`config.mk`:
```
export PLATFORM = sky130hd
export DESIGN_NAME = f_datapath
export DESIGN_NICKNAME = d
export VERILOG_FILES = /design/src/rtl/f_datapath.sv
export SDC_FILE = /design/constraint.sdc
export NUM_CORES = 1
export LEC_CHECK = 0
export ABC_AREA = 1
export CORE_MARGIN = 1.5
export CORE_UTILIZATION = 40
export CTS_BUF_LIST = sky130_fd_sc_hd__clkbuf_16
export CTS_CLUSTER_SIZE = 40
export DETAILED_ROUTE_END_ITERATION = 7
export SLEW_MARGIN = 20
export SYNTH_ARGS = -nofsm -noshare
export SYNTH_HDL_FRONTEND = slang
export SYNTH_SLANG_ARGS = --single-unit
```
`constraint.sdc`:
```
create_clock -name clk -period 5.9 [get_ports clk]
set_input_delay 1.18 -clock clk [delete_from_list [all_inputs] [get_ports clk]]
set_output_delay 1.18 -clock clk [all_outputs]
set_load 0.1 [all_outputs]
```
`src/rtl/f_datapath.sv`:
```
// f_datapath -- slice-wise Keccak pi permutation unit.
//
// Reorders one 25-bit state slice at a time:
//   mem[5*y+x] = line[5*x + ((x+3y) mod 5)]
// The source column (x+3y) mod 5 is formed by accumulating j+3i and then
// subtracting 5 once per cycle until the result drops below 5.
//
// Ports:
//   clk      in   system clock, rising edge
//   rst      in   asynchronous active-high reset
//   start_i  in   level enable; new slices are accepted only while high
//   line_i   in   25-bit input slice, bit 5*y+x = A[x][y]
//   count_i  in   6-bit slice index tagging line_i
//   mem_o    out  permuted slice, bit 5*y+x = B[x][y]
//   done_o   out  one-cycle pulse when mem_o is updated
//   ok_o     out  high while mem_o holds the result for the latched index
module f_datapath (
  input  logic        clk,
  input  logic        rst,
  input  logic        start_i,
  input  logic [24:0] line_i,
  input  logic [5:0]  count_i,
  output logic [24:0] mem_o,
  output logic        done_o,
  output logic        ok_o
);

  typedef enum logic [2:0] {
    IDLE, LOAD, CALC, REDUCE, WRITE, NEXT, DONE
  } state_t;

  state_t      state_q;
  logic [24:0] in_q;
  logic [24:0] res_q;
  logic [24:0] mem_q;
  logic [5:0]  last_q;
  logic        seen_q;    // at least one slice accepted since reset
  logic [2:0]  i_q;       // y
  logic [2:0]  j_q;       // x
  logic [4:0]  acc_q;
  logic        done_q;
  logic        ok_q;

  // j + 3i, at most 16
  logic [4:0] acc_d;
  assign acc_d = {2'b00, j_q} + {2'b00, i_q} + {1'b0, i_q, 1'b0};

  // Bit 5 of acc-5 is the sign: clear means acc >= 5, keep subtracting.
  logic [5:0] acc_sub;
  assign acc_sub = {1'b0, acc_q} - 6'd5;

  // Destination 5*i+j and source 5*j+acc; acc < 5 here so both stay <= 24.
  logic [4:0] wr_idx;
  logic [4:0] rd_idx;
  assign wr_idx = {i_q, 2'b00} + {2'b00, i_q} + {2'b00, j_q};
  assign rd_idx = {j_q, 2'b00} + {2'b00, j_q} + acc_q;

  always_ff @(posedge clk or posedge rst) begin
    if (rst) begin
      state_q <= IDLE;
      in_q    <= '0;
      res_q   <= '0;
      mem_q   <= '0;
      last_q  <= '0;
      seen_q  <= 1'b0;
      i_q     <= '0;
      j_q     <= '0;
      acc_q   <= '0;
      done_q  <= 1'b0;
      ok_q    <= 1'b0;
    end else begin
      done_q <= 1'b0;
      case (state_q)
        IDLE: begin
          if (start_i && (!seen_q || count_i != last_q))
            state_q <= LOAD;
        end
        LOAD: begin
          in_q    <= line_i;
          last_q  <= count_i;
          seen_q  <= 1'b1;
          res_q   <= '0;
          i_q     <= '0;
          j_q     <= '0;
          ok_q    <= 1'b0;
          state_q <= CALC;
        end
        CALC: begin
          acc_q   <= acc_d;
          state_q <= REDUCE;
        end
        REDUCE: begin
          if (!acc_sub[5]) acc_q   <= acc_sub[4:0];
          else             state_q <= WRITE;
        end
        WRITE: begin
          res_q[wr_idx] <= in_q[rd_idx];
          state_q       <= NEXT;
        end
        NEXT: begin
          if (j_q == 3'd4) begin
            j_q <= '0;
            if (i_q == 3'd4) begin
              state_q <= DONE;
            end else begin
              i_q     <= i_q + 3'd1;
              state_q <= CALC;
            end
          end else begin
            j_q     <= j_q + 3'd1;
            state_q <= CALC;
          end
        end
        DONE: begin
          mem_q   <= res_q;
          done_q  <= 1'b1;
          ok_q    <= 1'b1;
          state_q <= IDLE;
        end
        default: state_q <= IDLE;
      endcase
    end
  end

  assign mem_o  = mem_q;
  assign done_o = done_q;
  assign ok_o   = ok_q;

endmodule

```
; ---- Word-level counts from Yosys, hierarchy flattened
; Index checks and enable logic that the tools add are counted.
[totals]
regBits = 98
inputBits = 34
output_inout_bits = 27
[classes]
n_eq_ne = 14
n_lt_le_gt_ge = 3
add_sub_neg = 9
reduce_logical = 12
muxes = 20
[ops]
columns = operator, n
row1 = $pmux 25 s2, 1
row2 = $bwmux 25, 1
row3 = $mux 3, 7
row4 = $pmux 3 s6, 1
row5 = $add 5x3->5, 3
row6 = $eq 3x3->1 const B, 5
row7 = $lt 5x6->1 const B, 2
row8 = $pmux 3 s2, 2
row9 = $ne 2x2->1 const B, 5
row10 = $pmux 5 s2, 1
row11 = $reduce_bool 2->1, 4
row12 = $add 3x1->3 const B, 2
row13 = $eq 3x2->1 const B, 2
row14 = $ne 6x6->1, 1
row15 = $sub 5x3->6 const B, 1
row16 = $add 4x4->5, 1
row17 = $add 5x5->5, 1
row18 = $bmux 1 s5, 1
row19 = $demux 1 s5, 1
row20 = $ge 5x1->1 const B, 1
row21 = $mux 5, 1
row22 = $add 3x3->4, 1
row23 = $reduce_and 2->1, 2
row24 = $eq 3x1->1 const B, 1
row25 = 7 further kinds, 10

; ---- Depth between registers and ports, before layout
; Gate-level depths: netlist of run 1.
[depth]
depth_word = 8
depth_mapped = 12
mapped_depth_nobuf = 11

; ---- Least setup slack after synthesis of run 1
; No wires, ideal clock.
[synth_path]
path_kind = reg-to-reg
start = reg j_q[0]
end = reg res_q[20]
stages_incl_launch_ff = 11
setup_time_ps = 63
slack_ps = 3430
t_arrival_ps = 2408
required_time_ps = 5837
synth_period_minus_slack_ps = 2470
path_cell_list = dfrtp_1 > fa_1 > inv_1 > fa_1 > nand3_1 > o21ai_0 > nand3_2 > buf_2 > nand3_1 > nand2_1 > inv_1
[synth_via]
elab_chain_len = 7
[synth_lines]
columns = element, line_no
row1 = from (decl), 39  ; logic [2:0] j_q;
row2 = from (signal assigned), 110  ; j_q <= j_q + 3'd1;
row3 = branches (longest 5 deep; another with $add 5x3->5), -
row4 = $bwmux 25 (*), 97  ; res_q[wr_idx] <= in_q[rd_idx];
row5 = $pmux 25 s2 (*), 73  ; case (state_q)
row6 = "to (signal, indexed assignment)", 97
row7 = to (decl), 34  ; logic [24:0] res_q;
; Mark *: on every way between the ends. The select of a mux whose other input is x is not followed.
; A chain may end at the register's enable or synchronous reset.

; ---- Final worst setup path of run 1
[layout_path]
start = reg mem_q[7], in the netlist mem_o[7]
end = out mem_o[7]
[layout_lines]
columns = element, line_no
row1 = from (decl), 35  ; logic [24:0] mem_q;
row2 = from (signal assigned), 115  ; mem_q <= res_q;
row3 = to (decl), 23  ; output logic [24:0] mem_o,
; No word-level cell between the ends.

==> out/results.md, run 1 <==
| Group | Item | Reported |
|:---|:---|:---|
| final layout | Net count reported at finish | 768 |
| pwr | Pwr Total | 1.34 mW |
| logic synthesis | Dominant combinational cell family by area after synthesis | simple AND/OR/NAND/NOR gates |
| clocking | Number of buffers created by CTS | 9 |
| pwr | Peak supply drop | 0.000125 V |
| detailed routing | Total Wirelength | 11100 µm |
| logic synthesis | Xor and xnor fraction of the mapped netlist area | 0.0118 |
| logic synthesis | Area share of and/or/nand/nor cells after synthesis | 0.263 |
| min path | Startpoint of the worst hold path | seen_q$_DFFE_PP0P_ |
| status | Result of the run | completed |
| clocking | TritonCTS clock tree | yes |
| logic synthesis | Post-synthesis average cell area | 7.91 µm² |
| grt | Overall routing resource usage | 0.176 |
| sta | Final number of max-transition violations | 0 |
| pwr | Leakage | 3.04 nW |
| worst setup path | Sequence of cells on the critical path | clkdlybuf4s50_1 |
| final layout | Count of fill cells added during filler insertion | 1262 |
| sta | Setup TNS | 0 ns |
| worst setup path | R2r startpoint | j_q[0]$_DFFE_PP0P_ |
| logic synthesis | Adder-cell share of the synthesized area | 0.0726 |
| final layout | Number of cells in the finished layout apart from fillers | 884 |
| grt | Vias in the first global route | 4007 |
| min path | Class of the most critical hold timing path | flop to flop |
| logic synthesis | Area of the mapped netlist | 0.00521 mm² |
| final layout | Most used cells in the layout excluding fill and tap cells | 200 x sky130_fd_sc_hd__nand2_1, 98 x sky130_fd_sc_hd__dfrtp_1, 91 x sky130_fd_sc_hd__inv_1, 70 x sky130_fd_sc_hd__nand3_1, 60 x sky130_fd_sc_hd__clkdlybuf4s50_1 |
| detailed routing | Post-route ant nets | 0 |
| logic synthesis | Number of warning messages in the yosys log | 0 |
| die | Top Ports | 61 |
| detailed routing | Average routed wire per standard cell | 12.6 µm |
| clocking | Post-CTS Hold Buffers | 0 |
| clocking | CTS Root Cell | sky130_fd_sc_hd__clkbuf_16 |
| logic synthesis | Number of library cell types mapped by synthesis | 26 |
| worst setup path | Top delay family on crit path | buffers and inverters |
| worst setup path | Arrival time at the worst endpoint | 1.86 ns |
| final layout | Number of diodes | 0 |
| detailed routing | Routed via count | 4311 |
| logic synthesis | Multiplexer share of the synthesized area | 0 |
| worst setup path | Critical Path Start | mem_o[7]$_DFFE_PP0P_ |
| placed design | Number of placed cells counting well taps | 869 |
| placed design | Final estimated routing congestion in global placement | 0.825 |
| detailed routing | Number of design rule violations left after detail routing | 0 |
| grt | GR Overflow Total | 0 |
| worst setup path | CP max stage delay | 1.16 ns |
| die | Die X-Extent | 117 µm |
| job | Max Cap Viol | 0 |
| detailed routing | Iteration-0 DRC count of the detailed router | 181 |
| clocking | Number of clock sinks | 98 |
| die | Starting utilization of the core area | 0.411 |
| clocking | Post-CTS Setup Repair Bufs | 0 |
| logic synthesis | Post-synthesis compound-gate area fraction | 0.0887 |
| die | Number of standard-cell rows in the floorplan | 41 |
| detailed routing | Number of detailed-routing iterations run before antenna repair | 4 |
| clocking | Skew-Pair Late Insertion Delay | 0.35 ns |
| sta | Final period utilization | 0.516 |
| clocking | Max clock buf depth | 2 |
| sta | Maximum achievable frequency | 329 MHz |
| worst setup path | Required arrival time at the worst endpoint | 4.72 ns |
| sta | Endpoints failing setup | 0 |
| pwr | Power per Cell Area | 215 mW/mm² |
| die | Overall die area | 0.0137 mm² |
| logic synthesis | Total of flip-flops plus latches after synthesis | 98 |
| worst setup path | Critical path peak fanout | 2 |
| clocking | Number of levels in the clock H-tree | 3 |
| die | Core Area | 0.0127 mm² |
| sta | Max-slew headroom at the worst pin | 0.330 |
| clocking | Post-CTS sizing | 0 |
| final layout | Area growth syn-to-layout | 19.3% |
| sta | Pin slew with the least headroom to its limit | 1.00 ns |
| sta | Post-layout min period | 3.04 ns |
| grt | Pin count of the biggest net entering global routing | 60 |
| logic synthesis | Register area share after synthesis | 0.471 |
| grt | Antenna violations before repair | 0 |
| sta | Clock skew | 0.00659 ns |
| sta | RSZ-0062 raised after global routing | false |
| die | Vert. Die Dim | 117 µm |
| placed design | Port Buf Inserts | 60 |
| grt | Wire length of the first global-routing pass | 18900 µm |
| worst setup path | Worst path slowest cell | sky130_fd_sc_hd__clkdlybuf4s50_1 |
| placed design | Half-perimeter wire length of the detailed placement result | 7590 µm |
| worst setup path | Category of the most critical setup path | flop to output port |
| sta | Hold violation total from the final report | 0 |
| detailed routing | Avg Vias per Cell | 4.88 |
| clocking | CTS clock-pin slew for the worst setup and hold paths | 0.06 ns |
| logic synthesis | Post-synthesis net count | 718 |
| worst setup path | CP bufs+invs | 1 |
| final layout | Proportion of layout cells with a drive suffix above 1 | 0.0478 |
| worst setup path | Endpoint type of the worst setup path | output port |
| worst setup path | Critical path launch point type | flop |
| final layout | Most common cell after layout, fill and taps aside | sky130_fd_sc_hd__nand2_1 |
| logic synthesis | Cells after Synth | 658 |
==> kinds of logic after synthesis <==
| family | Yosys count |
|---|---|
| AND/OR/NAND/NOR | 322 |
| buffers and inverters | 121 |
| flip-flops | 98 |
| AO/OA/AOI/OAI | 84 |
| adder cells (fa/ha/maj) | 26 |
| XOR/XNOR | 7 |
==> cells in the mapped netlist <==
master | count | area share
sky130_fd_sc_hd__nand2_1 | 200 | 0.14
sky130_fd_sc_hd__dfrtp_1 | 98 | 0.47
sky130_fd_sc_hd__inv_1 | 92 | 0.066
sky130_fd_sc_hd__nand3_1 | 70 | 0.067
sky130_fd_sc_hd__o21ai_0 | 45 | 0.043
sky130_fd_sc_hd__nor2_1 | 32 | 0.023
sky130_fd_sc_hd__o22ai_1 | 24 | 0.029
sky130_fd_sc_hd__buf_2 | 21 | 0.020
sky130_fd_sc_hd__ha_1 | 19 | 0.046
sky130_fd_sc_hd__a21oi_1 | 8 | 0.0077
sky130_fd_sc_hd__fa_1 | 7 | 0.027
sky130_fd_sc_hd__nor3_1 | 7 | 0.0067
sky130_fd_sc_hd__inv_2 | 5 | 0.0036
sky130_fd_sc_hd__xor2_1 | 5 | 0.0084
sky130_fd_sc_hd__o211ai_1 | 4 | 0.0058
sky130_fd_sc_hd__nor2_4 | 3 | 0.0065
sky130_fd_sc_hd__or2_2 | 3 | 0.0036
sky130_fd_sc_hd__clkbuf_1 | 2 | 0.0014
sky130_fd_sc_hd__nand2_2 | 2 | 0.0024
sky130_fd_sc_hd__nand3_2 | 2 | 0.0038
sky130_fd_sc_hd__nand4_1 | 2 | 0.0024
sky130_fd_sc_hd__o21ai_1 | 2 | 0.0019
sky130_fd_sc_hd__xnor2_1 | 2 | 0.0034
sky130_fd_sc_hd__a31oi_1 | 1 | 0.0012
sky130_fd_sc_hd__buf_4 | 1 | 0.0014
sky130_fd_sc_hd__nor3_4 | 1 | 0.0031
==> registers in the layout, summed over array words and instances, names as in the netlist, 3 cells and up <==
signal   flops
last_q       6
state_q      3
j_q          3
in_q        25
i_q          3
acc_q        5
res_q       25
mem_o       25
==> cell type report <==
class | count | area (µm²) | area share
clock buffer | 9 | 225 | 0.0363
clock inverter | 6 | 57.6 | 0.00927
inverter | 97 | 367 | 0.0590
multi-input combinational | 439 | 2270 | 0.366
sequential | 98 | 2450 | 0.395
tap | 172 | 215 | 0.0346
timing repair buffer | 63 | 623 | 0.100
==> routing by layer <==
metal / GRT usage / vias to the layer above / routed length, µm
met4: 0.0554 / 0 / 127
met1: 0.236 / 2036 / 5450
li1: - / 2195 / -
met3: 0.0417 / 11 / 381
met2: 0.285 / 69 / 5140
met5: 0 / - / 0
==> through the flow <==
step / utilization / instance area, µm² / setup WS [ns] / hold WS [ns]
after floorplan: - / 5210 / 2.16 / 0.422
after global placement: 0.468 / 5930 / 3.00 / 0.443
after detailed placement: 0.468 / 5930 / 2.96 / 0.441
after CTS: 0.490 / 6210 / 2.84 / 0.457
after global routing: 0.490 / 6210 / 2.66 / 0.498
final: 0.490 / 6210 / 2.86 / 0.460
==> power by group <==
group,total [mW],leakage (nW),switching [mW],internal (mW)
clock network,0.579,0.143,0.255,0.324
logic,0.0658,1.64,0.0337,0.0321
registers,0.694,1.25,0.00720,0.686
total,1.34,3.04,0.296,1.04
==> final timing paths <==
check,to,slack (ns),depth (start not counted)
worst max-delay path,mem_o[7],2.86,1
max in group asynchronous,mem_o[12]$_DFFE_PP0P_,3.60,3
worst min register to register,seen_q$_DFFE_PP0P_,0.46,2
worst min-delay path,seen_q$_DFFE_PP0P_,0.46,2
worst max register to register,res_q[14]$_DFFE_PP0P_,2.93,9
min in group asynchronous,mem_o[6]$_DFFE_PP0P_,1.32,2
Note: power is estimated with default switching activity, not from simulation.
==> run 2, diff against run 1 <==
==> constraint.sdc (replaced) <==
create_clock -name clk -period 2.5 [get_ports clk]
set_input_delay 0.5 -clock clk [delete_from_list [all_inputs] [get_ports clk]]
set_output_delay 0.5 -clock clk [all_outputs]
set_load 0.1 [all_outputs]
==> out/results.md, run 2 (synthesis gave the netlist of run 1 again) <==
| Group | Item | Reported |
|:---|:---|:---|
| status | Result of the run | completed |
| clocking | Post-CTS Setup Repair Bufs | 0 |
| min path | Class of the most critical hold timing path | flop to flop |
| final layout | Most common cell after layout, fill and taps aside | sky130_fd_sc_hd__nand2_1 |
| sta | Max-slew headroom at the worst pin | 0.574 |
| pwr | Peak supply drop | 0.000324 V |
| die | Top Ports | 61 |
| sta | Post-layout min period | 2.47 ns |
| worst setup path | CP max stage delay | 0.58 ns |
| detailed routing | Avg Vias per Cell | 4.86 |
| die | Core Area | 0.0127 mm² |
| grt | Vias in the first global route | 4325 |
| final layout | Most used cells in the layout excluding fill and tap cells | 198 x sky130_fd_sc_hd__nand2_1, 98 x sky130_fd_sc_hd__dfrtp_1, 89 x sky130_fd_sc_hd__inv_1, 63 x sky130_fd_sc_hd__nand3_1, 45 x sky130_fd_sc_hd__buf_4 |
| clocking | Skew-Pair Late Insertion Delay | 0.34 ns |
| clocking | CTS Root Cell | sky130_fd_sc_hd__clkbuf_16 |
| detailed routing | Routed via count | 4387 |
| worst setup path | Sequence of cells on the critical path | fa_1 -> inv_1 -> fa_2 -> buf_4 -> nand3_1 -> nand3_2 -> nand3_4 -> clkbuf_16 -> nand3_1 -> nand2_1 -> inv_1 |
| grt | GR Overflow Total | 0 |
| sta | Maximum achievable frequency | 405 MHz |
| detailed routing | Iteration-0 DRC count of the detailed router | 246 |
| sta | RSZ-0062 raised after global routing | true |
| pwr | Pwr Total | 3.14 mW |
| sta | Worst-case hold slack | 0.456 ns |
| sta | Endpoints failing setup | 0 |
| worst setup path | Worst path slowest cell | sky130_fd_sc_hd__fa_1 |
| worst setup path | Category of the most critical setup path | flop to flop |
| clocking | Number of levels in the clock H-tree | 3 |
| die | Die X-Extent | 117 µm |
| grt | Pin count of the biggest net entering global routing | 51 |
| worst setup path | Cell count of the worst reg-to-reg path | 11 |
| worst setup path | Top delay family on crit path | adder cells |
| min path | Number of instances on the worst hold path | 2 |
| worst setup path | Required arrival time at the worst endpoint | 2.78 ns |
| placed design | Instance area at placement | 0.00605 mm² |
| final layout | Area taken by flip-flops and latches | 0.00245 mm² |
| final layout | Combined area of the multi-input logic cells | 0.00236 mm² |
| job | Max Cap Viol | 0 |
| pwr | Power per Cell Area | 485 mW/mm² |
| grt | Antenna violations before repair | 0 |
| clocking | Number of clock sinks | 98 |
| die | Starting utilization of the core area | 0.411 |
| detailed routing | Number of detailed-routing iterations run before antenna repair | 4 |
| final layout | Proportion of layout cells with a drive suffix above 1 | 0.134 |
| grt | Overall routing resource usage | 0.184 |
| grt | Wire length of the first global-routing pass | 19700 µm |
| sta | Hold violation total from the final report | 0 |
| sta | Final period utilization | 0.987 |
| die | Number of standard-cell rows in the floorplan | 41 |
| placed design | Number of placed cells counting well taps | 888 |
| worst setup path | Endpoint type of the worst setup path | flop |
| clocking | Number of buffers created by CTS | 9 |
| placed design | Final estimated routing congestion in global placement | 0.791 |
| placed design | Port Buf Inserts | 60 |
| clocking | Max clock buf depth | 2 |
| worst setup path | CP bufs+invs | 4 |
| worst setup path | Critical Path Stages | 11 |
| final layout | Area growth syn-to-layout | 24.3% |
| die | Overall die area | 0.0137 mm² |
| detailed routing | Number of design rule violations left after detail routing | 0 |
| worst setup path | Critical path launch point type | flop |
| pwr | Leakage | 3.24 nW |
| sta | Pin slew with the least headroom to its limit | 0.638 ns |
| worst setup path | Critical path peak fanout | 12 |
| final layout | Number of diodes | 0 |
| worst setup path | Arrival time at the worst endpoint | 2.75 ns |
| clocking | CTS clock-pin slew for the worst setup and hold paths | 0.07 ns |
| sta | Final number of max-transition violations | 0 |
| sta | Setup TNS | 0 ns |
| placed design | Half-perimeter wire length of the detailed placement result | 8140 µm |
| detailed routing | Total Wirelength | 11700 µm |
| detailed routing | Post-route ant nets | 0 |
| final layout | Cell area after layout | 0.00647 mm² |
| clocking | TritonCTS clock tree | yes |
| final layout | Number of cells in the finished layout apart from fillers | 903 |
| die | Vert. Die Dim | 117 µm |
| final layout | Net count reported at finish | 789 |
| final layout | Count of fill cells added during filler insertion | 1244 |
| sta | Clock skew | 0.00643 ns |
| clocking | Post-CTS Hold Buffers | 0 |
| detailed routing | Average routed wire per standard cell | 13.0 µm |
-- run 2: cell types whose count changed in the layout (fill, tap and decap cells not counted), sizes merged --
cell / change
inv: -1
clkbuf: +2
clkinv: -2
clkdlybuf4s50: -27
buf: +46
clkinvlp: +1
-- run 2: final timing paths --
kind,start,to,slack (ns)
setup / recovery,acc_q[2]$_DFFE_PP0P_,res_q[18]$_DFFE_PP0P_,0.03
hold / removal,seen_q$_DFFE_PP0P_,seen_q$_DFFE_PP0P_,0.46
setup reg to reg,acc_q[2]$_DFFE_PP0P_,res_q[18]$_DFFE_PP0P_,0.03
hold reg to reg,seen_q$_DFFE_PP0P_,seen_q$_DFFE_PP0P_,0.46
max in group asynchronous,rst,in_q[18]$_DFFE_PP0P_,1.31
min in group asynchronous,rst,mem_o[6]$_DFFE_PP0P_,0.59
-- run 2: final cells by class --
cell class | instances | area share
inverters | 97 | 0.0572
repair buffers | 84 | 0.123
clock inverters | 4 | 0.00735
flip-flops and latches | 98 | 0.379
clock buffers | 9 | 0.0348
well taps | 172 | 0.0332
multi-input cells | 439 | 0.365
-- run 2: where the power goes --
group          switching, mW  leakage (nW)  internal (mW)  total (mW)
Combinational         0.0853          1.85         0.0888       0.174
Sequential            0.0172          1.25           1.62        1.64
Clock                  0.575         0.138          0.755        1.33
Total                  0.677          3.24           2.46        3.14
-- run 2: layer usage --
layer,global-route usage,part of all wire,up-vias
met3,0.0438,0.032,11
met5,0,0,-
met2,0.312,0.49,79
met1,0.233,0.46,2068
li1,-,-,2229
met4,0.0570,0.012,0
-- run 2: timing repair --
action                     in CTS  in global routing
setup endpoints to repair      25                 25
pin swaps                       0                  5
gates cloned                    0                  2
gates resized for setup         4                 19
-- run 2: worst min-delay path, stage by stage, from the launching register on --
cell and delay (ns):
sky130_fd_sc_hd__dfrtp_1 0.32, sky130_fd_sc_hd__inv_1 0.05, sky130_fd_sc_hd__nand2_1 0.05
-- run 2: through the flow --
stage	utilization	setup WS (ns)
4_1_cts	0.501	0.00180
3_5_place_dp	0.478	-0.0208
6_report	0.511	0.0315
5_1_grt	0.511	-0.0724
3_3_place_gp	0.478	0.0200
2_1_floorplan	-	0.0297
==> run 3, diff against run 2 <==
--- a/config.mk
+++ b/config.mk
@@ -9,6 +9,7 @@
 export CORE_MARGIN = 1.5
 export CORE_UTILIZATION = 40
 export CTS_BUF_LIST = sky130_fd_sc_hd__clkbuf_16
+export CTS_CLUSTER_DIAMETER = 40
 export CTS_CLUSTER_SIZE = 40
 export DETAILED_ROUTE_END_ITERATION = 7
 export SLEW_MARGIN = 20
==> constraint.sdc (replaced) <==
create_clock -name clk -period 2.9 [get_ports clk]
set_input_delay 0.58 -clock clk [delete_from_list [all_inputs] [get_ports clk]]
set_output_delay 0.58 -clock clk [all_outputs]
set_load 0.1 [all_outputs]
==> out/results.md, run 3 (synthesis gave the netlist of run 1 again) <==
| Group | Item | Reported |
|:---|:---|:---|
| worst setup path | Cell count of the worst reg-to-reg path | 11 |
| pwr | Sequential share of power | 0.534 |
| pwr | Power per Cell Area | 426 mW/mm² |
| sta | Post-layout min period | 2.67 ns |
| pwr | Switching power | 0.600 mW |
| worst setup path | CP bufs+invs | 4 |
| final layout | Cell area after layout | 0.00621 mm² |
| sta | RSZ-0062 raised after global routing | false |
| final layout | Number of cells in the finished layout apart from fillers | 891 |
| grt | Overall routing resource usage | 0.170 |
| worst setup path | Critical path launch point type | flop |
| worst setup path | Critical path peak fanout | 25 |
| job | Max Cap Viol | 0 |
| grt | Wire length of the first global-routing pass | 18200 µm |
| pwr | Switching share of power | 0.227 |
| detailed routing | Total Wirelength | 10800 µm |
| clocking | TritonCTS clock tree | yes |
| worst setup path | Worst path slowest cell | sky130_fd_sc_hd__fa_1 |
| detailed routing | Number of detailed-routing iterations run before antenna repair | 4 |
| placed design | DP Worst Slack | 0.164 ns |
| clocking | Skew-Pair Late Insertion Delay | 0.34 ns |
| pwr | Pwr Total | 2.64 mW |
| die | Core Area | 0.0127 mm² |
| sta | Final period utilization | 0.922 |
| clocking | Max clock buf depth | 2 |
| placed design | Half-perimeter wire length of the detailed placement result | 7520 µm |
| worst setup path | Endpoint type of the worst setup path | flop |
| final layout | Most common cell after layout, fill and taps aside | sky130_fd_sc_hd__nand2_1 |
| placed design | Instance area at placement | 0.00593 mm² |
| worst setup path | Category of the most critical setup path | flop to flop |
| sta | Max-slew headroom at the worst pin | 0.601 |
| worst setup path | Critical path destination | res_q[10]$_DFFE_PP0P_ |
| grt | GR Overflow Total | 0 |
| pwr | Leakage | 3.11 nW |
| clocking | Post-CTS Hold Buffers | 0 |
| detailed routing | Average routed wire per standard cell | 12.1 µm |
| die | Number of standard-cell rows in the floorplan | 41 |
| detailed routing | Number of design rule violations left after detail routing | 0 |
| status | Result of the run | completed |
| sta | Endpoints failing setup | 0 |
| worst setup path | Sequence of cells on the critical path | fa_1 -> inv_1 -> fa_1 -> inv_1 -> nand3_1 -> nand3_1 -> nand3_2 -> buf_6 -> nand3_1 -> nand2_1 -> inv_1 |
| final layout | Final core utilization | 0.490 |
| grt | Vias in the first global route | 3892 |
| worst setup path | Endpoint of the worst-slack reg-to-reg timing path | res_q[10]$_DFFE_PP0P_ |
| pwr | Fraction of power consumed by combinational cells | 0.052 |
| placed design | Final estimated routing congestion in global placement | 0.770 |
| pwr | Peak supply drop | 0.000325 V |
| grt | Antenna violations before repair | 0 |
| final layout | Area taken by flip-flops and latches | 0.00245 mm² |
| worst setup path | Critical Path Start | j_q[0]$_DFFE_PP0P_ |
| sta | Clock skew | 0.00544 ns |
| clocking | Number of buffers created by CTS | 9 |
| sta | Pin slew with the least headroom to its limit | 0.597 ns |
| placed design | Number of placed cells counting well taps | 875 |
| final layout | Count of fill cells added during filler insertion | 1268 |
| die | Starting utilization of the core area | 0.411 |
| detailed routing | Avg Vias per Cell | 4.79 |
| worst setup path | R2r startpoint | j_q[0]$_DFFE_PP0P_ |
| clocking | CTS Root Cell | sky130_fd_sc_hd__clkbuf_16 |
| die | Vert. Die Dim | 117 µm |
| worst setup path | Required arrival time at the worst endpoint | 3.14 ns |
| worst setup path | Arrival time at the worst endpoint | 2.91 ns |
| final layout | Number of diodes | 0 |
| die | Top Ports | 61 |
| min path | Class of the most critical hold timing path | flop to flop |
| worst setup path | R2R Setup Slk | 0.23 ns |
| worst setup path | Top delay family on crit path | adder cells |
| grt | Pin count of the biggest net entering global routing | 99 |
| sta | Maximum achievable frequency | 374 MHz |
| detailed routing | Post-route ant nets | 0 |
| sta | Final number of max-transition violations | 0 |
| clocking | Number of levels in the clock H-tree | 3 |
| sta | Hold violation total from the final report | 0 |
| pwr | Clock Power Share | 0.414 |
| die | Overall die area | 0.0137 mm² |
| final layout | Combined area of the multi-input logic cells | 0.00227 mm² |
| clocking | Number of clock sinks | 98 |
| worst setup path | CP max stage delay | 0.64 ns |
| worst setup path | Critical Path Stages | 11 |
| clocking | CTS clock-pin slew for the worst setup and hold paths | 0.07 ns |
| sta | Worst-case hold slack | 0.458 ns |
| placed design | Port Buf Inserts | 60 |
| pwr | Internal power consumption | 2.04 mW |
| final layout | Most used cells in the layout excluding fill and tap cells | 200 x sky130_fd_sc_hd__nand2_1, 98 x sky130_fd_sc_hd__dfrtp_1, 91 x sky130_fd_sc_hd__inv_1, 70 x sky130_fd_sc_hd__nand3_1, 45 x sky130_fd_sc_hd__o21ai_0 |
| final layout | Area growth syn-to-layout | 19.2% |
| sta | Setup TNS | 0 ns |
| detailed routing | Iteration-0 DRC count of the detailed router | 246 |
| final layout | Net count reported at finish | 774 |
| detailed routing | Routed via count | 4264 |
| die | Die X-Extent | 117 µm |
| sta | Worst Slack Setup Final | 0.225 ns |
| final layout | Proportion of layout cells with a drive suffix above 1 | 0.0932 |
run 3: cell types whose count changed in the layout (fill, tap and decap cells not counted), sizes merged:
cell      change
clkbuf        -2
bufinv        -1
buf          -13
clkinvlp      +2
clkinv        +2
run 3: timing repair:
item	in CTS	in global routing
endpoints found under the setup margin	0	10
gates resized for setup	0	1
buffers inserted	0	0
run 3: power by group through the flow:
stage	Sequential, mW	Combinational [mW]	Clock (mW)
floorplan	1.43	0.0726	0
global placement	1.44	0.138	0
detailed placement	1.44	0.140	0
CTS	1.41	0.140	1.13
global route	1.41	0.157	1.17
finish	1.41	0.138	1.09
run 3: worst min-delay path by stage:
stage	start	to	slack, ns	cells past startpoint
3_5_place_dp	seen_q$_DFFE_PP0P_	seen_q$_DFFE_PP0P_	0.44	2
5_1_grt	in_q[7]$_DFFE_PP0P_	in_q[7]$_DFFE_PP0P_	0.50	2
4_1_cts	seen_q$_DFFE_PP0P_	seen_q$_DFFE_PP0P_	0.46	2
3_3_place_gp	seen_q$_DFFE_PP0P_	seen_q$_DFFE_PP0P_	0.44	2
6_report	seen_q$_DFFE_PP0P_	seen_q$_DFFE_PP0P_	0.46	2
2_1_floorplan	seen_q$_DFFE_PP0P_	seen_q$_DFFE_PP0P_	0.42	2
run 3: routing by layer:
layer	track usage	share of wire
met1	0.222	0.47
met2	0.285	0.49
met3	0.0299	0.029
met4	0.0610	0.0082
met5	0	0
run 3: tightest hold or removal path: cells and delay by family, from the launching register on:
family        cells  cell delay [ns]
simple gates      1             0.05
buf+inv           1             0.05
flops             1             0.32
run 3: cell type report:
cell class,instances,area share
multi-input combinational,439,0.366
sequential,98,0.395
clock inverter,7,0.00726
inverter,97,0.0593
tap,172,0.0347
clock buffer,9,0.0363
timing repair buffer,69,0.101
